$ cat src/rtl/ace_read_arbiter.sv
// ============================================================================
// ace_read_arbiter
// ----------------------------------------------------------------------------
// Shares the core's single ACE read port (one AR channel, one R channel)
// between the instruction-fetch cache (master 0) and the data cache
// (master 1). Only one read transaction is in flight at any time.
//
// Responsibilities:
//   - round-robin grant between the two masters when both request
//   - registering the granted AR request toward the interconnect
//   - routing R beats back to the granted master only
//   - generating the one-cycle RACK pulse after the last R handshake
//
// Port summary:
//   clk, rst                  clock, synchronous active-high reset
//   m{0,1}_ar*                per-master AR request (valid/ready + fields)
//   m{0,1}_r*                 per-master R response (valid/ready + beat)
//   s_ar*                     registered AR request toward the interconnect
//   s_arid                    index of the granted master
//   s_r*                      R response from the interconnect
//   s_rack                    ACE read acknowledge
//
// Transaction flow: IDLE (grant + capture) -> ADDR (AR handshake)
//                   -> DATA (beats) -> ACK (RACK) -> IDLE
// ============================================================================
module ace_read_arbiter #(
    parameter int ADDR_WIDTH = 32,
    parameter int DATA_WIDTH = 32
) (
    input  logic                  clk,
    input  logic                  rst,

    // ---------------- master 0 (instruction fetch) AR ----------------
    input  logic                  m0_arvalid,
    output logic                  m0_arready,
    input  logic [ADDR_WIDTH-1:0] m0_araddr,
    input  logic [7:0]            m0_arlen,
    input  logic [2:0]            m0_arsize,
    input  logic [1:0]            m0_arburst,
    input  logic [3:0]            m0_arcache,
    input  logic [2:0]            m0_arprot,
    input  logic [3:0]            m0_arsnoop,
    input  logic [1:0]            m0_ardomain,
    input  logic [1:0]            m0_arbar,

    // ---------------- master 0 R ----------------
    output logic                  m0_rvalid,
    input  logic                  m0_rready,
    output logic [DATA_WIDTH-1:0] m0_rdata,
    output logic [3:0]            m0_rresp,
    output logic                  m0_rlast,

    // ---------------- master 1 (data cache) AR ----------------
    input  logic                  m1_arvalid,
    output logic                  m1_arready,
    input  logic [ADDR_WIDTH-1:0] m1_araddr,
    input  logic [7:0]            m1_arlen,
    input  logic [2:0]            m1_arsize,
    input  logic [1:0]            m1_arburst,
    input  logic [3:0]            m1_arcache,
    input  logic [2:0]            m1_arprot,
    input  logic [3:0]            m1_arsnoop,
    input  logic [1:0]            m1_ardomain,
    input  logic [1:0]            m1_arbar,

    // ---------------- master 1 R ----------------
    output logic                  m1_rvalid,
    input  logic                  m1_rready,
    output logic [DATA_WIDTH-1:0] m1_rdata,
    output logic [3:0]            m1_rresp,
    output logic                  m1_rlast,

    // ---------------- interconnect AR ----------------
    output logic                  s_arvalid,
    input  logic                  s_arready,
    output logic                  s_arid,
    output logic [ADDR_WIDTH-1:0] s_araddr,
    output logic [7:0]            s_arlen,
    output logic [2:0]            s_arsize,
    output logic [1:0]            s_arburst,
    output logic [3:0]            s_arcache,
    output logic [2:0]            s_arprot,
    output logic [3:0]            s_arsnoop,
    output logic [1:0]            s_ardomain,
    output logic [1:0]            s_arbar,

    // ---------------- interconnect R ----------------
    input  logic                  s_rvalid,
    output logic                  s_rready,
    input  logic                  s_rid,
    input  logic [DATA_WIDTH-1:0] s_rdata,
    input  logic [3:0]            s_rresp,
    input  logic                  s_rlast,
    output logic                  s_rack
);

    // ------------------------------------------------------------------
    // FSM encoding
    // ------------------------------------------------------------------
    localparam logic [1:0] ST_IDLE = 2'd0;
    localparam logic [1:0] ST_ADDR = 2'd1;
    localparam logic [1:0] ST_DATA = 2'd2;
    localparam logic [1:0] ST_ACK  = 2'd3;

    logic [1:0] state;
    logic [1:0] state_next;

    // Master that won the most recent completed transaction. Resets to 1
    // so that master 0 wins the first tie after reset.
    logic       last_grant;

    // Arbitration
    logic       req_any;
    logic       pick;        // master selected this cycle (valid when take=1)
    logic       take;        // a grant happens this cycle

    // R routing
    logic       in_data;
    logic       route_m0;
    logic       route_m1;
    logic       granted_rready;
    logic       r_done;      // final R handshake of the burst

    // Only one transaction is ever outstanding, so R routing uses the
    // registered grant (s_arid) instead of the returned ID.
    logic       rid_unused;
    assign rid_unused = s_rid;

    // ------------------------------------------------------------------
    // Arbitration: a lone requester wins outright; on a tie the master
    // that was not granted last wins.
    // ------------------------------------------------------------------
    assign req_any = m0_arvalid | m1_arvalid;
    assign pick    = (m0_arvalid && m1_arvalid) ? ~last_grant : m1_arvalid;

    // Grant is suppressed while reset is asserted so that no master sees
    // its request accepted by a transaction that is about to be discarded.
    assign take    = (state == ST_IDLE) && req_any && !rst;

    assign m0_arready = take && !pick;
    assign m1_arready = take &&  pick;

    // ------------------------------------------------------------------
    // Interconnect-facing strobes decoded straight from the state
    // register, so they are glitch-free and drop to 0 once the state
    // register returns to IDLE.
    // ------------------------------------------------------------------
    assign s_arvalid = (state == ST_ADDR);
    assign s_rack    = (state == ST_ACK);

    // ------------------------------------------------------------------
    // R routing: zero-latency pass-through to the granted master only.
    // The other master sees all R outputs held at 0.
    // ------------------------------------------------------------------
    assign in_data  = (state == ST_DATA);
    assign route_m0 = in_data && !s_arid;
    assign route_m1 = in_data &&  s_arid;

    assign granted_rready = s_arid ? m1_rready : m0_rready;
    assign s_rready       = in_data && granted_rready;

    assign m0_rvalid = route_m0 && s_rvalid;
    assign m0_rdata  = route_m0 ? s_rdata : '0;
    assign m0_rresp  = route_m0 ? s_rresp : '0;
    assign m0_rlast  = route_m0 && s_rlast;

    assign m1_rvalid = route_m1 && s_rvalid;
    assign m1_rdata  = route_m1 ? s_rdata : '0;
    assign m1_rresp  = route_m1 ? s_rresp : '0;
    assign m1_rlast  = route_m1 && s_rlast;

    // Error responses in rresp are passed through and do not influence
    // sequencing; the burst ends purely on the last handshake.
    assign r_done = s_rvalid && s_rready && s_rlast;

    // ------------------------------------------------------------------
    // Next-state logic
    // ------------------------------------------------------------------
    always_comb begin
        // NOTE: default assignment first so every path drives state_next
        // and no latch is inferred.
        state_next = state;
        case (state)
            ST_IDLE: if (take)      state_next = ST_ADDR;
            ST_ADDR: if (s_arready) state_next = ST_DATA;
            ST_DATA: if (r_done)    state_next = ST_ACK;
            ST_ACK:                 state_next = ST_IDLE;
            default:                state_next = ST_IDLE;
        endcase
    end

    // ------------------------------------------------------------------
    // Sequential state: FSM, round-robin history and the registered AR
    // request. The captured request is held unchanged through ADDR so the
    // interconnect sees stable fields until it accepts them.
    // ------------------------------------------------------------------
    // NOTE: non-blocking assignments for all registered state so every
    // flop samples pre-edge values regardless of statement order.
    always_ff @(posedge clk) begin
        // NOTE: every register here, including the AR field copies, is
        // reset so the outputs are defined 0 straight out of reset.
        if (rst) begin
            state      <= ST_IDLE;
            last_grant <= 1'b1;
            s_arid     <= 1'b0;
            s_araddr   <= '0;
            s_arlen    <= '0;
            s_arsize   <= '0;
            s_arburst  <= '0;
            s_arcache  <= '0;
            s_arprot   <= '0;
            s_arsnoop  <= '0;
            s_ardomain <= '0;
            s_arbar    <= '0;
        end else begin
            state <= state_next;

            if (take) begin
                s_arid     <= pick;
                s_araddr   <= pick ? m1_araddr   : m0_araddr;
                s_arlen    <= pick ? m1_arlen    : m0_arlen;
                s_arsize   <= pick ? m1_arsize   : m0_arsize;
                s_arburst  <= pick ? m1_arburst  : m0_arburst;
                s_arcache  <= pick ? m1_arcache  : m0_arcache;
                s_arprot   <= pick ? m1_arprot   : m0_arprot;
                s_arsnoop  <= pick ? m1_arsnoop  : m0_arsnoop;
                s_ardomain <= pick ? m1_ardomain : m0_ardomain;
                s_arbar    <= pick ? m1_arbar    : m0_arbar;
            end

            // Round-robin history advances only once a transaction has
            // fully completed, so an abandoned (reset) transaction does
            // not count as a win.
            if (state == ST_ACK) begin
                last_grant <= s_arid;
            end
        end
    end

endmodule

$ cat config.mk
export PLATFORM = sky130hd
export DESIGN_NAME = ace_read_arbiter
export DESIGN_NICKNAME = d
export VERILOG_FILES = /design/src/rtl/ace_read_arbiter.sv
export SDC_FILE = /design/constraint.sdc
export NUM_CORES = 1
export LEC_CHECK = 0
export CORE_AREA = 2 2 119 121
export CTS_CLUSTER_DIAMETER = 50
export DETAILED_ROUTE_END_ITERATION = 10
export DIE_AREA = 0 0 121 123
export PLACE_DENSITY = 0.67
export SLEW_MARGIN = 25
export SYNTH_ARGS = -nofsm -noshare
export SYNTH_HDL_FRONTEND = slang
export SYNTH_SLANG_ARGS = --single-unit
$ cat constraint.sdc
create_clock -name clk -period 1.9 [get_ports clk]
set_input_delay 0.475 -clock clk [delete_from_list [all_inputs] [get_ports clk]]
set_output_delay 0.475 -clock clk [all_outputs]
set_load 0.005 [all_outputs]
==> flow_summary.yaml <==
sta:
  rsz0062_at_grt: "yes"
  post-route-period-util: 1.11
  finClkSkew_ns: 0.00655
  worst_hold_slack_ns: 0.499
  worst_slew_pin_slew_ns: 0.710
  hold_viol_final: 0
  slew_violations: 0
  slew_headroom: 0.526
  tns_ns: -4.85
  period_minus_slack_ns: 2.11
  worst_slack_ns: -0.209
  max_freq_ghz: 0.474
  setup_viol: 47
worst_hold_path:
  hold_path_class: "register to register"
worst_setup_path:
  cp_slowest_cell: "dfxtp_2"
  cp_cell_sequence: "inv_2 > ha_4 > nor2b_4 > buf_8 > buf_8 > buf_6 > and2_4 > buf_6"
  startpoint_type: "register"
  critical_path.max_fanout: 5
  arrival_ns: 1.63
  critical_path.max_stage_delay_ns: 0.33
  worst-setup-path-type: "register to output pin"
  end_kind: "output pin"
  cp.required_ns: 1.42
final_layout:
  syn_to_final_growth_pct: 132
  nets: 821
  fin_cells: 835
  fin_util: 0.515
  n_fill_cell: 1232
  diodes: 0
  drive_gt1_frac: 0.273
place:
  port_buffers: 306
  dp.cells: 799
  dp_hpwl_microns: 10300
  finalWeightedCongestion: 0.792
floorplanning:
  die_x_microns: 121
  rows: 43
  core_sq_um: 13600
  io_pins: 308
  dieHeight_microns: 123
  dieArea_sq_um: 14900
  start_util: 0.222
cts:
  h-tree-depth: 3
  ctsHoldBuffers: 0
  clkTransAtPathRegs_ns: 0.05
  cts_tree: "built"
  cts_buffer_depth: 2
  clkSinkCount: 64
  cts_buffers: 9
  worstSkewPairLatency_ns: 0.34
  cts_root_buf: "clkbuf_16"
logic_synthesis:
  yosysSeqAreaShare: 0.424
  yosysWarnings: 0
  synth_cell_type_count: 22
  synthTopCellsByArea: "dfxtp_1 42%, a222oi_1 20%, and3_1 8.3%"
  synth_area_sq_um: 3020
  avgSynthCellArea_sq_um: 9.11
  synth_top_area_cell: "dfxtp_1"
  synth_fp_nets: 503
  synth-seq-cells: 64
  synth.top_cell.area_share: 0.424
  synthCells: 332
job:
  max-cap-violations: 0
power_and_ir_drop:
  peakVddDrop_mv: 0.704
  power.leakage_nw: 3.05
  p_per_area_nw_per_um2: 1010
drt:
  first_pass_iters: 8
  via_per_inst: 4.97
  drtIter0Drc: 401
  drc_errors: 0
  ant_nets: 0
  wl_microns: 15600
  wl_per_cell_microns: 18.7
  via_count: 4146
outcome:
  outcome: "complete, but fails checks"
  failed_checks: "setup timing"
global_routing:
  grt_pass1_wl_microns: 21600
  grt_usage: 0.186
  overflow: 0
  antenna_found_initial: 0
  grt_pass1_vias: 4111
  grt_max_degree: 65
==> layout by cell type (no fill, tap or decap), types with 2 or more instances in the layout <==
master           instances
dfxtp_1                 61
mux2i_1                  2
nor2_1                  62
buf_6                   50
buf_16                   3
inv_1                    2
a21oi_1                  2
nor2b_4                  2
buf_4                   16
and3_1                  38
clkbuf_8                 2
a222oi_1                60
clkdlybuf4s50_1        223
buf_8                    3
a211oi_1                 2
bufinv_16                2
ha_1                     3
ha_4                     2
dlymetal6s2s_1           2
nand2_1                  4
clkbuf_16               11
and3_4                   2
clkdlybuf4s15_1          5
and2_4                  37
buf_2                   18
dfxtp_4                  2
nor2b_1                  2
clkbuf_2                15
buf_12                   5
clkdlybuf4s15_2          3
inv_6                    2
==> metal layers <==
metal | up-vias | share of wire | GRT usage | wire (microns)
li1 | 1909 | - | - | -
met5 | - | 0 | 0 | 0
met1 | 1988 | 0.37 | 0.186 | 5830
met2 | 225 | 0.51 | 0.346 | 8000
met3 | 24 | 0.092 | 0.0720 | 1440
met4 | 0 | 0.024 | 0.0727 | 379
==> flip-flops by register name (all words and copies together) (netlist names) <==
name,count
state,2
s_arburst,2
last_grant,1
s_arprot,3
s_arsnoop,4
s_arcache,4
s_araddr,32
s_arsize,3
s_ardomain,2
s_arbar,2
s_arlen,8
s_arid,1
==> synth_stat cells (all sizes together) <==
master and number:
a32oi 1, dfxtp 64, and3 40, nor2b 4
inv 3, clkbuf 22, nor2 62, ha 5
buf 17, nand2b 1, nand2 4, a21oi 2
mux2i 2, a222oi 60, o21ai 3, a41o 1
a211oi 2, o21bai 1, and2 38
==> power breakdown <==
| group | total [mW] | leakage, nW | switching (mW) | internal (mW) |
|---|---|---|---|---|
| clock | 1.87 | 0.167 | 0.641 | 1.23 |
| combinational | 3.49 | 2.35 | 1.38 | 2.11 |
| sequential | 1.73 | 0.525 | 0.140 | 1.59 |
==> final timing paths <==
path	startpoint	endpoint	slack (ns)	cells past startpoint
worst min-delay path	s_arsnoop[2]	s_arsnoop[2]	0.50	2
worst max register to register	state[0]	s_araddr[28]	0.05	8
worst max-delay path	state[0]	m0_rdata[29]	-0.21	8
worst min register to register	s_arsnoop[2]	s_arsnoop[2]	0.50	2
==> through the flow <==
| step | power (mW) | setup slack, ns | instance area (sq um) |
|---|---|---|---|
| 3_5_place_dp | 4.43 | -0.377 | 6280 |
| 6_report | 7.09 | -0.209 | 7010 |
| 3_3_place_gp | 4.36 | -0.352 | 6280 |
| 2_1_floorplan | 2.87 | 0.0582 | 3020 |
| 4_1_cts | 6.93 | -0.299 | 6880 |
| 5_1_grt | 7.45 | -0.269 | 7010 |
==> cells by family (layout without fill, tap and decap cells) <==
| family | Yosys count | count (layout) | synth area share |
|---|---|---|---|
| AOI/OAI and AO/OA | 70 | 70 | 0.221 |
| buffers and inverters | 42 | 365 | 0.0737 |
| DFF | 64 | 64 | 0.424 |
| adders and majority gates | 5 | 5 | 0.0207 |
| and+or+nand+nor | 149 | 149 | 0.255 |
| muxes | 2 | 2 | 0.00662 |
==> worst max-delay path: cells and delay by family (launching register included) <==
family                     cells  cell delay [ns]
and+or+nand+nor                2             0.28
DFF                            1             0.33
adders and majority gates      1             0.17
buffers and inverters          5             0.53
==> timing repair <==
action,in CTS,in global routing
endpoints found under the setup margin,142,102
pin swaps,30,14
setup buffers,11,3
cloned,7,2
gates resized for setup,350,64
==> final cells by class <==
type	count	area, sq um	share of cell area
clock inverter	5	86.3	0.0123
tap	180	225	0.0321
timing repair buffer	346	3480	0.496
multi-input combinational	226	1670	0.238
sequential	64	1290	0.184
clock buffer	11	253	0.0360
inverter	3	11.3	0.00161
No activity file was read; power rests on OpenSTA's default activity.
